[src/rtl/gaussian_pkg.sv]
// Shared types and derived-constant helpers for the parametrised Gaussian blur controller.
// Helpers are functions so each instance derives its constants from its own parameters.
package gaussian_pkg;

  typedef enum logic [2:0] {
    ST_IDLE   = 3'd0,
    ST_RUN    = 3'd1,
    ST_FLUSH  = 3'd2,
    ST_BORDER = 3'd3,
    ST_FIN    = 3'd4
  } state_t;

  function automatic int calc_r(input int k);
    return (k - 1) / 2;
  endfunction

  function automatic int calc_npix(input int w, input int h);
    return w * h;
  endfunction

  function automatic int calc_nint(input int w, input int h, input int k);
    return (w - k + 1) * (h - k + 1);
  endfunction

  // Bits needed to count 0..n-1 (never less than one bit).
  function automatic int cnt_w(input int n);
    return (n <= 2) ? 1 : $clog2(n);
  endfunction

endpackage

[src/rtl/gc_delay_line.sv]
// Fixed-depth valid+address shift register.
// Aligns window-centre addresses with the MAC pipeline output.
module gc_delay_line #(
  parameter int DEPTH  = 4,
  parameter int ADDR_W = 12
) (
  input  logic              clk,
  input  logic              rst,
  input  logic              in_valid,
  input  logic [ADDR_W-1:0] in_addr,
  output logic              out_valid,
  output logic [ADDR_W-1:0] out_addr
);

  logic [DEPTH-1:0]  valid_sr;
  logic [ADDR_W-1:0] addr_sr [DEPTH];

  always_ff @(posedge clk or negedge rst) begin
    if (!rst) begin
      valid_sr <= '0;
      for (int i = 0; i < DEPTH; i++) addr_sr[i] <= '0;
    end else begin
      valid_sr[0] <= in_valid;
      addr_sr[0]  <= in_addr;
      for (int i = 1; i < DEPTH; i++) begin
        valid_sr[i] <= valid_sr[i-1];
        addr_sr[i]  <= addr_sr[i-1];
      end
    end
  end

  assign out_valid = valid_sr[DEPTH-1];
  assign out_addr  = addr_sr[DEPTH-1];

endmodule

[src/rtl/gaussian_ctrl_p.sv]
// Sequencer for a KxK Gaussian convolution over an IMG_W x IMG_H frame, with optional
// zero-border fill pass and start/busy/done handshake.
//
//   state  | meaning
//   IDLE   | waiting for start; mode latched on start
//   RUN    | raster reads, line-buffer shifts, window flags
//   FLUSH  | draining the MAC pipeline for the final interior write
//   BORDER | raster scan writing zeros to the R-wide frame border
//   FIN    | one-cycle done pulse
module gaussian_ctrl_p
  import gaussian_pkg::*;
#(
  parameter int IMG_W    = 64,
  parameter int IMG_H    = 64,
  parameter int K        = 3,
  parameter int ADDR_W   = 12,
  parameter int PIPE_LAT = 4
) (
  input  logic              clk,
  input  logic              rst,
  input  logic              start,
  input  logic              mode,
  input  logic              out_ready,
  output logic              busy,
  output logic              done,
  output logic              rd_en,
  output logic [ADDR_W-1:0] rd_addr,
  output logic              lb_shift,
  output logic              lb_row_start,
  output logic              win_valid,
  output logic              wr_en,
  output logic [ADDR_W-1:0] wr_addr,
  output logic              wr_zero
);

  localparam int R     = calc_r(K);
  localparam int NPIX  = calc_npix(IMG_W, IMG_H);
  localparam int RD_W  = cnt_w(NPIX + 1);
  localparam int COL_W = cnt_w(IMG_W);
  localparam int ROW_W = cnt_w(IMG_H + 1);
  localparam int FT_W  = cnt_w(PIPE_LAT);

  localparam logic [RD_W-1:0]   RD_END   = RD_W'(NPIX);
  localparam logic [ADDR_W-1:0] PIX_LAST = ADDR_W'(NPIX - 1);
  localparam logic [ADDR_W-1:0] CTR_OFF  = ADDR_W'(R * IMG_W + R);
  localparam logic [COL_W-1:0]  COL_LAST = COL_W'(IMG_W - 1);
  localparam logic [COL_W-1:0]  COL_WIN  = COL_W'(K - 1);
  localparam logic [ROW_W-1:0]  ROW_WIN  = ROW_W'(K - 1);
  localparam logic [COL_W-1:0]  COL_LO   = COL_W'(R);
  localparam logic [COL_W-1:0]  COL_HI   = COL_W'(IMG_W - R);
  localparam logic [ROW_W-1:0]  ROW_LO   = ROW_W'(R);
  localparam logic [ROW_W-1:0]  ROW_HI   = ROW_W'(IMG_H - R);
  localparam logic [FT_W-1:0]   FT_LOAD  = FT_W'(PIPE_LAT - 1);

  state_t            state_q, state_d;
  logic              mode_q;
  logic [RD_W-1:0]   rd_cnt;
  logic              lb_shift_q;
  logic [COL_W-1:0]  in_col;
  logic [ROW_W-1:0]  in_row;
  logic [ADDR_W-1:0] in_pix;
  logic [FT_W-1:0]   flush_tmr;

  logic              rd_go;
  logic              border_wr;
  logic              pix_last;
  logic              in_border;
  logic              adv;
  logic              cnt_clr;
  logic              start_acc;
  logic [ADDR_W-1:0] centre;
  logic              dl_valid;
  logic [ADDR_W-1:0] dl_addr;

  always_ff @(posedge clk or negedge rst) begin
    if (!rst) state_q <= ST_IDLE;
    else      state_q <= state_d;
  end

  always_comb begin
    state_d   = state_q;
    rd_go     = 1'b0;
    border_wr = 1'b0;
    busy      = 1'b0;
    done      = 1'b0;
    case (state_q)
      ST_IDLE: begin
        if (start) state_d = ST_RUN;
      end
      ST_RUN: begin
        busy  = 1'b1;
        rd_go = out_ready && (rd_cnt < RD_END);
        if (lb_shift_q && pix_last) state_d = ST_FLUSH;
      end
      ST_FLUSH: begin
        busy = 1'b1;
        if (flush_tmr == '0) state_d = mode_q ? ST_BORDER : ST_FIN;
      end
      ST_BORDER: begin
        busy      = 1'b1;
        border_wr = out_ready && in_border;
        if (out_ready && pix_last) state_d = ST_FIN;
      end
      ST_FIN: begin
        done    = 1'b1;
        state_d = ST_IDLE;
      end
      default: state_d = ST_IDLE;
    endcase
  end

  assign start_acc = (state_q == ST_IDLE) && start;
  assign pix_last  = (in_pix == PIX_LAST);
  assign in_border = (in_row < ROW_LO) || (in_row >= ROW_HI) ||
                     (in_col < COL_LO) || (in_col >= COL_HI);

  // The same column/row/pixel counters track incoming pixels in RUN and the scan in BORDER.
  assign adv     = ((state_q == ST_RUN) && lb_shift_q) ||
                   ((state_q == ST_BORDER) && out_ready);
  assign cnt_clr = start_acc || (state_q == ST_FIN) ||
                   ((state_q == ST_FLUSH) && (flush_tmr == '0));

  always_ff @(posedge clk or negedge rst) begin
    if (!rst) begin
      mode_q     <= 1'b0;
      rd_cnt     <= '0;
      lb_shift_q <= 1'b0;
      in_col     <= '0;
      in_row     <= '0;
      in_pix     <= '0;
      flush_tmr  <= '0;
    end else begin
      lb_shift_q <= rd_go;

      if (start_acc) mode_q <= mode;

      if (start_acc || (state_q == ST_FIN)) rd_cnt <= '0;
      else if (rd_go)                       rd_cnt <= rd_cnt + RD_W'(1);

      if (cnt_clr) begin
        in_col <= '0;
        in_row <= '0;
        in_pix <= '0;
      end else if (adv) begin
        in_pix <= in_pix + ADDR_W'(1);
        if (in_col == COL_LAST) begin
          in_col <= '0;
          in_row <= in_row + ROW_W'(1);
        end else begin
          in_col <= in_col + COL_W'(1);
        end
      end

      if ((state_q == ST_RUN) && (state_d == ST_FLUSH))
        flush_tmr <= FT_LOAD;
      else if ((state_q == ST_FLUSH) && (flush_tmr != '0))
        flush_tmr <= flush_tmr - FT_W'(1);
    end
  end

  assign rd_en        = rd_go;
  assign rd_addr      = (state_q == ST_RUN) ? ADDR_W'(rd_cnt) : '0;
  assign lb_shift     = lb_shift_q;
  assign lb_row_start = lb_shift_q && (in_col == '0);
  assign win_valid    = lb_shift_q && (in_row >= ROW_WIN) && (in_col >= COL_WIN);

  // Window centre sits R rows and R columns behind the incoming pixel.
  assign centre = in_pix - CTR_OFF;

  gc_delay_line #(
    .DEPTH  (PIPE_LAT),
    .ADDR_W (ADDR_W)
  ) u_delay (
    .clk       (clk),
    .rst       (rst),
    .in_valid  (win_valid),
    .in_addr   (centre),
    .out_valid (dl_valid),
    .out_addr  (dl_addr)
  );

  assign wr_en   = dl_valid || border_wr;
  assign wr_zero = border_wr;
  assign wr_addr = border_wr ? in_pix : (dl_valid ? dl_addr : '0);

endmodule

[config.mk]
export PLATFORM = sky130hd
export DESIGN_NAME = gaussian_ctrl_p
export DESIGN_NICKNAME = d
export VERILOG_FILES = /design/src/rtl/gaussian_pkg.sv /design/src/rtl/gc_delay_line.sv /design/src/rtl/gaussian_ctrl_p.sv
export SDC_FILE = /design/constraint.sdc
export NUM_CORES = 1
export LEC_CHECK = 0
export BUFFER_PORTS_ARGS = -buffer_cell sky130_fd_sc_hd__clkbuf_2
export CORE_ASPECT_RATIO = 0.9
export CORE_MARGIN = 8
export CORE_UTILIZATION = 45
export CTS_CLUSTER_SIZE = 16
export DETAILED_ROUTE_END_ITERATION = 7
export PLACE_DENSITY = 0.74
export SLEW_MARGIN = 10
export SYNTH_ARGS = -nofsm -noshare
export SYNTH_HDL_FRONTEND = slang
export SYNTH_SLANG_ARGS = --single-unit
[constraint.sdc]
create_clock -name clk -period 1.9 [get_ports clk]
set_input_delay 0.19 -clock clk [delete_from_list [all_inputs] [get_ports clk]]
set_output_delay 0.19 -clock clk [all_outputs]
set_load 0.02 [all_outputs]
# Yosys cells after proc, flatten, opt, wreduce, memory -nomap -nowiden
# Cells that the tools add are included.
dict set report totals {
  ff_bits 97
  wordCells 88
}
dict set report op_classes {
  n_addsub 6
  magnitude_cmp 7
  n_eq_ne 7
  muxes 25
  n_reduce_logical 30
}
# op count
set op_table {}
lappend op_table {{12-bit 2-to-1 mux} 5}
lappend op_table {{13-bit 2-to-1 mux} 2}
lappend op_table {{7-bit 2-to-1 mux} 3}
lappend op_table {{6-bit 2-to-1 mux} 3}
lappend op_table {{3-bit 2-to-1 mux} 5}
lappend op_table {{13-bit by 1-bit adder with 13-bit output (second input constant)} 1}
lappend op_table {{1-bit logical AND} 13}
lappend op_table {{13-bit < comparator (second input constant)} 1}
lappend op_table {{12-bit by 1-bit adder with 12-bit output (second input constant)} 1}
lappend op_table {{12-bit equality test (second input constant)} 1}
lappend op_table {{3-bit one-hot mux with 4 select lines} 1}
lappend op_table {{12-bit by 7-bit subtractor with 12-bit output (second input constant)} 1}
lappend op_table {{2-bit nonzero test} 5}
lappend op_table {{3-bit by 2-bit equality test with 1-bit output (second input constant)} 3}
lappend op_table {{7-bit by 1-bit adder with 7-bit output (second input constant)} 1}
lappend op_table {{7-bit by 2-bit >= comparator with 1-bit output (second input constant)} 1}
lappend op_table {{7-bit by 6-bit >= comparator with 1-bit output (second input constant)} 1}
lappend op_table {{1-bit logical OR} 7}
lappend op_table {{7-bit by 1-bit < comparator with 1-bit output (second input constant)} 1}
lappend op_table {{6-bit by 1-bit adder with 6-bit output (second input constant)} 1}
lappend op_table {{6-bit equality test (second input constant)} 1}
lappend op_table {{6-bit by 2-bit >= comparator with 1-bit output (second input constant)} 1}
lappend op_table {{6-bit >= comparator (second input constant)} 1}
lappend op_table {{6-bit logical NOT} 1}
lappend op_table {{other kinds (10)} 14}

# Logic depth before layout (Yosys ltp)
# Gate-level depths: netlist (run 1).
dict set report depth {
  word_depth 7
  mapped_depth 7
}

# Modules after synthesis
# From an unflattened synthesis (run 1), not the netlist that was laid out.
dict set report hier_totals {
  hier_cells 427
  area_unflattened_um2 4476.8
}
# module instances cells_per_inst area_each_um2 seq_area_each_um2
set by_module_without_submodules {}
lappend by_module_without_submodules {gaussian_ctrl_p 1 363 3085.5 1126.1}
lappend by_module_without_submodules {gc_delay_line 1 64 1391.3 1301.2}

# Worst setup path before layout (run 1)
# OpenSTA, ideal clock, no wires.
dict set report synth_timing {
  path_kind {reg-to-output}
  from {reg in_col[1]}
  to {out wr_addr[6]}
  arrival_ps 2027
  path_slack_ps -317
  path_stages_with_launch 7
  n_path_buf 1
  path_cell_list {dfrtp_1 > ha_1 > and4_4 > a221o_1 > o31a_4 > buf_6 > mux2i_1}
}
dict set report synth_via {
  elab_chain_cells 6
  word_cells_on_any_way 7
}
# item line
set synth_rtl {}
lappend synth_rtl {{start, declared} gaussian_ctrl_p.sv:59} ;# logic [COL_W-1:0] in_col;
lappend synth_rtl {{start signal, assigned} gaussian_ctrl_p.sv:150} ;# in_col <= in_col + COL_W'(1);
lappend synth_rtl {{6-bit by 1-bit < comparator with 1-bit output} gaussian_ctrl_p.sv:115} ;# (in_col < COL_LO) || (in_col >= COL_HI);
lappend synth_rtl {{1-bit logical OR} gaussian_ctrl_p.sv:114} ;# assign in_border = (in_row < ROW_LO) || (in_row >= ROW_HI) ||
lappend synth_rtl {{1-bit logical OR *} gaussian_ctrl_p.sv:115}
lappend synth_rtl {{1-bit logical AND *} gaussian_ctrl_p.sv:101} ;# border_wr = out_ready && in_border;
lappend synth_rtl {{1-bit 2-to-1 mux *} gaussian_ctrl_p.sv:86} ;# case (state_q)
lappend synth_rtl {{via wr_zero} gaussian_ctrl_p.sv:33} ;# output logic wr_zero
lappend synth_rtl {{12-bit 2-to-1 mux *} gaussian_ctrl_p.sv:184} ;# assign wr_addr = border_wr ? in_pix : (dl_valid ? dl_addr : '0);
lappend synth_rtl {{end, declared} gaussian_ctrl_p.sv:32} ;# output logic [ADDR_W-1:0] wr_addr,
# Mark *: on every way through the listed nets, which the timed path passes. The rest lies on a longest branch.

# Worst setup path in the final report (run 1)
dict set report layout_timing {
  from {reg in_col[1]}
  to {out wr_addr[11]}
}
dict set report layout_via {
  elab_chain_cells 6
  word_cells_on_any_way 7
}
# item line
set layout_rtl {}
lappend layout_rtl {{6-bit by 1-bit < comparator with 1-bit output} gaussian_ctrl_p.sv:115}
lappend layout_rtl {{1-bit logical OR} gaussian_ctrl_p.sv:114}
lappend layout_rtl {{1-bit logical OR *} gaussian_ctrl_p.sv:115}
lappend layout_rtl {{1-bit logical AND *} gaussian_ctrl_p.sv:101}
lappend layout_rtl {{1-bit 2-to-1 mux *} gaussian_ctrl_p.sv:86}
lappend layout_rtl {{12-bit 2-to-1 mux *} gaussian_ctrl_p.sv:184}
# Mark *: on every way between the ends. The rest lies on a longest branch, timed or not.

==> results.sh, run 1 <==
export IMPL_run_status="finished, violations left"
export IMPL_violations="negative setup slack"
export IMPL_synth_enable_flop_cells=0
export IMPL_path_depth=8
export IMPL_number_of_clock_sinks=97
export IMPL_worst_slew_pin_slew_ps=551
export IMPL_diodes_inserted=0
export IMPL_half_perimeter_wire_length_of_the_detailed_placement_result_um=6530
export IMPL_syn_mean_instance_area_sq_um=10.8
export IMPL_worst_slew_margin_rel_pct=63.1
export IMPL_design_die_area_sq_mm=0.0129
export IMPL_clk_insertion_delay_late_ps=360
export IMPL_final_setup_skew_ps=13.7
export IMPL_grt_first_pass_wirelength_um=15900
export IMPL_proportion_of_layout_cells_with_a_drive_suffix_above_1_pct=28.7
export IMPL_clkTransAtPathRegs_ps=100
export IMPL_cp_data_required_time_ps=1710
export IMPL_critical_path_endpoint_type="primary output"
export IMPL_rows=33
export IMPL_number_of_buffers_between_clock_root_and_the_deepest_sink=2
export IMPL_synth_top_cell_by_area="dfrtp_1"
export IMPL_area_delta_synth_final_pct=27.9
export IMPL_synthMostInstantiatedCell="dfrtp_1"
export IMPL_slowest_delay_ps=420
export IMPL_final_net_count=491
export IMPL_post_drt_wl_per_cell_um=16.0
export IMPL_worstPathMaxFanout=7
export IMPL_antenna_found_initial=0
export IMPL_synthDominantCellAreaShare_pct=56.8
export IMPL_nFillCells=761
export IMPL_num_vias=3304
export IMPL_grt_util_all_layers_pct=15.2
export IMPL_synth_warning_count=0
export IMPL_worstPathCellList="buf_6 -> inv_1 -> ha_2 -> a221o_1 -> buf_6 -> o31a_4 -> o22ai_4 -> buf_8"
export IMPL_synthDistinctLibCells=52
export IMPL_ioPinCount=37
export IMPL_core_area_sq_mm=0.00917
export IMPL_synth_top_cells_by_area="dfrtp_1, nand2_1, ha_1"
export IMPL_critical_path_top_delay_family="compound AO/OA/AOI/OAI gates"
export IMPL_post_dp_cell_area_sq_mm=0.00492
export IMPL_synthesis_nets=410
export IMPL_critical_path_slowest_cell="dfrtp_1"
export IMPL_maximum_number_of_pins_on_one_net_before_global_route_repair=47
export IMPL_achievable_frequency_mhz=399
export IMPL_worstPathBufferInverterCount=4
export IMPL_worstSetupPathType="reg -> out"
export IMPL_regArea_sq_mm=0.00243
export IMPL_final_min_clock_period_ps=2510
export IMPL_cp_data_arrival_time_ps=2320
export IMPL_total_power_mw=4.74
export IMPL_timing_critical_path_from_type="flip-flop"
export IMPL_dp_slack_ps=-222
export IMPL_finalHoldViolations=0
export IMPL_min_period_over_period_pct=132
export IMPL_first_iter_violations=235
export IMPL_sequential_element_share_of_the_synthesized_area_pct=56.8
export IMPL_final_max_tran_viols=0
export IMPL_clock_tree_from_tritoncts="built"
export IMPL_initial_utilization_pct=46.6
export IMPL_globalplace_congestion=0.842
export IMPL_hp_class="in -> reg"
export IMPL_final_design_area_no_fill_sq_mm=0.00546
export IMPL_dr_pass1_iters=4
export IMPL_rsz0062_at_grt="yes"
export IMPL_drt_wl_total_um=9660
export IMPL_vias_in_the_first_global_route=3221
export IMPL_multi_input_area_sq_mm=0.00189
export IMPL_hold_path_cell_count=2
export IMPL_synthesis_instances=395
export IMPL_clockRootBuffer="clkbuf_8"
export IMPL_synth_seq_cells=97
export IMPL_power_density_mw_per_mm2=868
export IMPL_synth_flop_cell="dfrtp_1"
export IMPL_ir_worst_vdd_v=0.000495
export IMPL_crit_path_frequent_cell="buf_6"
export IMPL_mappedNetlistArea_sq_mm=0.00427
export IMPL_clock_tree_htree_level_count=3
export IMPL_timing_hold_ws_ps=63.4
export IMPL_die_w_um=119
export IMPL_fp_dieH_um=108
export IMPL_number_of_clock_buffers_inserted_by_tritoncts=9
export IMPL_detail_route_drc_violations=0
export IMPL_leakagePower_nw=2.41
export IMPL_port_buffers=36
export IMPL_setup_viol_count_final=14
export IMPL_yosys_top_cells_count="dfrtp_1, nand2_1, a21oi_1, nor2_1, nand3_1"
export IMPL_drtAntennaViolNets=0
export IMPL_worstRegToRegCells=6
export IMPL_drv_max_cap_violation_count=0
export IMPL_grt_remaining_overflow=0
export IMPL_tns_ps=-7980
export IMPL_vias_per_cell=5.48
export IMPL_synth_async_sr_flop_share_pct=100
export IMPL_postLayoutSetupSlackWorst_ps=-606
-- area by class of cell --
type / instances / share of cell area, %
clock buffer: 10 / 2.52
inverter: 15 / 1.08
multi-input combinational: 266 / 34.6
clock inverter: 6 / 0.939
timing repair buffer: 87 / 13.6
tap: 122 / 2.79
sequential: 97 / 44.4
-- placed cells by master (no fill, tap or decap), types with 4 or more instances in the layout --
cell,Yosys,final
and3_1,6,6
o21ai_0,16,16
nand2_1,42,41
or4_1,6,6
nand4_1,9,9
o31ai_1,11,11
and2_1,14,10
buf_4,2,53
and2_4,0,4
mux2i_1,5,4
buf_6,1,12
dfrtp_1,97,97
xor2_1,10,10
ha_1,10,7
nor2_1,21,20
clkbuf_2,1,10
a21oi_1,21,19
nand3_1,17,17
inv_1,15,14
xnor2_1,8,8
nor3_1,4,4
o22ai_2,0,6
o211ai_1,5,5
clkbuf_8,0,15
or3_1,9,9
-- cells by family (layout without fill, tap and decap cells) --
kind of cell               count (synthesis)  in the layout  share of synthesized area (%)
DFF                                       97             97                           56.8
AOI/OAI and AO/OA                         76             77                           11.5
adders and majority gates                 10             10                           2.93
buffers and inverters                     33            118                           3.43
muxes                                      7              7                           1.70
xor gates and xnor gates                  18             18                           3.69
and+or+nand+nor                          154            154                           19.9
-- per-stage QoR --
step | util [%] | cells
after global routing | 59.6 | 603
after CTS | 57.5 | 595
after floorplan | - | 395
after detailed placement | 53.7 | 575
final | 59.6 | 603
after global placement | 53.7 | 575
-- repair_timing --
item | 4_1_cts | 5_1_grt
setup buffers | 2 | 8
pin swaps | 1 | 7
gates resized for setup | 30 | 56
setup endpoints to repair | 24 | 32
gates cloned | 1 | 0
hold buffers | 1 | 0
endpoints found under the hold margin | 31 | 0
-- layer usage --
| layer | routed length (um) | global-route usage [%] | vias up |
|---|---|---|---|
| met1 | 4380 | 20.2 | 1625 |
| met2 | 4650 | 24.1 | 89 |
| met3 | 562 | 3.54 | 6 |
| met5 | 0 | 0 | - |
| met4 | 76 | 5.14 | 0 |
| li1 | - | - | 1584 |
-- path summary, 6_finish.rpt --
| check | start | slack, ps | end |
|---|---|---|---|
| max | in_col[1] | -610 | wr_addr[11] |
| min | mode | 60 | mode_q |
| max reg2reg | state_q[2] | 90 | in_pix[11] |
| min reg2reg | u_delay.addr_sr[27] | 350 | u_delay.addr_sr[15] |
| max in group asynchronous | rst | 930 | in_pix[2] |
| min in group asynchronous | rst | 320 | u_delay.addr_sr[37] |
-- report_power, final --
group          switching (mW)  total [mW]  internal, mW
clock                   0.739        1.27         0.531
sequential              0.215        2.63          2.41
combinational           0.444       0.844         0.400
-- sequential cells by signal, indices dropped and copies added (netlist names) --
name / count
lb_shift: 1
mode_q: 1
state_q: 3
in_col: 6
in_pix: 12
u_delay.valid_sr: 4
rd_cnt: 13
u_delay.out_addr: 12
in_row: 7
flush_tmr: 2
u_delay.addr_sr: 36
(Power assumes the default switching activity.)
==> inputs of run 2 (changes only) <==
Settings changed: BUFFER_PORTS_ARGS -buffer_cell sky130_fd_sc_hd__clkbuf_2 to not set, DONT_BUFFER_PORTS set to 1, PLACE_DENSITY 0.74 to 0.71.
==> run 2 against run 1 <==
Effect of this change: the run ends with negative hold slack, negative setup slack left; sequential power hardly changed; worst setup slack better by 86 ps; clock skew fell by 2.1 ps; maximum frequency increased by 3.6%; routed wire length fell by 2.9%; design area is 2.9% lower; non-clock buffer count down 26; critical path depth down 2; first-iteration DRC count decreased by 21%; power is 2.4% higher; critical path type unchanged.
==> results.sh, run 2 (same netlist as run 1, synthesis figures left out) <==
export IMPL_hp_class="in -> async"
export IMPL_final_net_count=465
export IMPL_power_density_mw_per_mm2=916
export IMPL_nFillCells=756
export IMPL_pwr_share_seq_pct=54.5
export IMPL_drtAntennaViolNets=0
export IMPL_post_cts_hold_buffer_count=3
export IMPL_globalplace_congestion=0.862
export IMPL_achievable_frequency_mhz=413
export IMPL_number_of_clock_buffers_inserted_by_tritoncts=9
export IMPL_worstPathMaxFanout=4
export IMPL_final_min_clock_period_ps=2420
export IMPL_design_die_area_sq_mm=0.0129
export IMPL_area_delta_synth_final_pct=24.2
export IMPL_power_share_clock_pct=29.4
export IMPL_min_period_over_period_pct=127
export IMPL_layout_common_cells="dfrtp_1, buf_4, nand2_1"
export IMPL_clk_insertion_delay_late_ps=360
export IMPL_clock_tree_from_tritoncts="built"
export IMPL_drt_wl_total_um=9380
export IMPL_core_area_sq_mm=0.00917
export IMPL_cp_data_arrival_time_ps=2230
export IMPL_grt_remaining_overflow=0
export IMPL_drv_max_cap_violation_count=0
export IMPL_largest_register="u_delay.addr_sr"
export IMPL_leakagePower_nw=2.25
export IMPL_half_perimeter_wire_length_of_the_detailed_placement_result_um=6160
export IMPL_setup_viol_count_final=14
export IMPL_first_iter_violations=185
export IMPL_top_regs="u_delay.addr_sr x36, rd_cnt x13"
export IMPL_finalHoldViolations=97
export IMPL_violations="negative hold slack, negative setup slack"
export IMPL_clock_tree_htree_level_count=3
export IMPL_die_w_um=119
export IMPL_clockRootBuffer="clkbuf_8"
export IMPL_p_comb_share_pct=16.1
export IMPL_vias_in_the_first_global_route=3171
export IMPL_number_of_buffers_between_clock_root_and_the_deepest_sink=2
export IMPL_net_switching_power_mw=1.41
export IMPL_ir_worst_vdd_v=0.000483
export IMPL_ioPinCount=37
export IMPL_cp_data_required_time_ps=1710
export IMPL_vias_per_cell=5.59
export IMPL_worstPathCellList="ha_2 -> and4_4 -> a221o_1 -> buf_6 -> o31a_4 -> or2_4"
export IMPL_dr_pass1_iters=4
export IMPL_postLayoutCoreUtil_pct=57.9
export IMPL_clkTransAtPathRegs_ps=110
export IMPL_grt_first_pass_wirelength_um=15600
export IMPL_fp_dieH_um=108
export IMPL_total_power_mw=4.86
export IMPL_timing_critical_path_from_type="flip-flop"
export IMPL_post_drt_wl_per_cell_um=16.3
export IMPL_number_of_clock_sinks=97
export IMPL_final_setup_skew_ps=11.7
export IMPL_grt_util_all_layers_pct=14.8
export IMPL_maximum_number_of_pins_on_one_net_before_global_route_repair=98
export IMPL_mostFrequentLayoutCell="dfrtp_1"
export IMPL_critical_path_slowest_cell="dfrtp_1"
export IMPL_rows=33
export IMPL_timing_hold_ws_ps=-491
export IMPL_proportion_of_layout_cells_with_a_drive_suffix_above_1_pct=25.9
export IMPL_run_status="finished, violations left"
export IMPL_flip_flop_count_of_the_largest_register_after_layout=36
export IMPL_rsz0062_at_grt="yes"
export IMPL_critical_path_endpoint_type="primary output"
export IMPL_worstSetupPathType="reg -> out"
export IMPL_worst_slew_margin_rel_pct=64.9
export IMPL_final_instance_count_excl_fill=577
export IMPL_postLayoutSetupSlackWorst_ps=-520
export IMPL_diodes_inserted=0
export IMPL_switching_part_of_the_total_pct=29.0
export IMPL_worst_slew_pin_slew_ps=525
export IMPL_final_max_tran_viols=0
export IMPL_detail_route_drc_violations=0
export IMPL_initial_utilization_pct=46.6
export IMPL_port_buffers=0
export IMPL_antenna_found_initial=0
export IMPL_slowest_delay_ps=410
export IMPL_internal_power_mw=3.45
export IMPL_dp_cells=547
export IMPL_num_vias=3226
run 2: worst max-delay path, delay by kind of cell, from the launching register on:
family | cells | cell delay, ps
compound gates | 2 | 680
fa+ha+maj | 1 | 190
buf+inv | 1 | 140
flops | 1 | 410
simple gates | 2 | 440
run 2: cell type report:
type	count	area (sq um)	area share, %
sequential	97	2430	45.8
clock buffer	9	124	2.33
inverter	15	56.3	1.06
multi-input combinational	266	1940	36.5
tap	122	153	2.88
clock inverter	7	95.1	1.79
timing repair buffer	61	513	9.67
run 2: path summary, 6_finish.rpt:
kind / depth (start not counted) / slack [ps] / end / from
max in group asynchronous: 0 / 2230 / in_col[2] / rst
max reg2reg: 7 / 80 / in_row[4] / in_col[0]
min reg2reg: 0 / 350 / u_delay.out_addr[6] / u_delay.addr_sr[18]
min: 0 / -490 / u_delay.out_addr[2] / rst
min in group clk: 2 / 100 / state_q[0] / out_ready
max: 6 / -520 / wr_en / in_col[0]
run 2: timing repair:
item / CTS / global route
endpoints found under the setup margin: 27 / 29
cloned: 1 / 0
pin swaps: 1 / 6
buffers inserted: 5 / 5
endpoints found under the hold margin: 100 / 97
gates resized for setup: 24 / 24
run 2: routing by layer:
metal | global-route usage, % | vias to the layer above | routed length (um)
met5 | 0 | - | 0
met4 | 4.33 | 0 | 78
met3 | 4.11 | 9 | 452
met2 | 23.5 | 79 | 4530
met1 | 19.6 | 1611 | 4320
li1 | - | 1527 | -
run 2: through the flow:
stage / worst slack [ps] / instance area, sq um / TNS (ps)
after floorplan: -147 / 4360 / -1600
after CTS: -533 / 5190 / -6920
after detailed placement: -154 / 4800 / -1450
after global routing: -581 / 5310 / -7710
final: -520 / 5310 / -6650
after global placement: -126 / 4800 / -1120
run 2: power groups by stage:
stage                     Combinational (mW)  Sequential (mW)  Clock [mW]
after floorplan                        0.489             2.58           0
after global placement                 0.652             2.65           0
after detailed placement               0.674             2.67           0
after CTS                              0.745             2.63        1.47
after global routing                   0.859             2.69        1.54
final                                  0.781             2.65        1.43
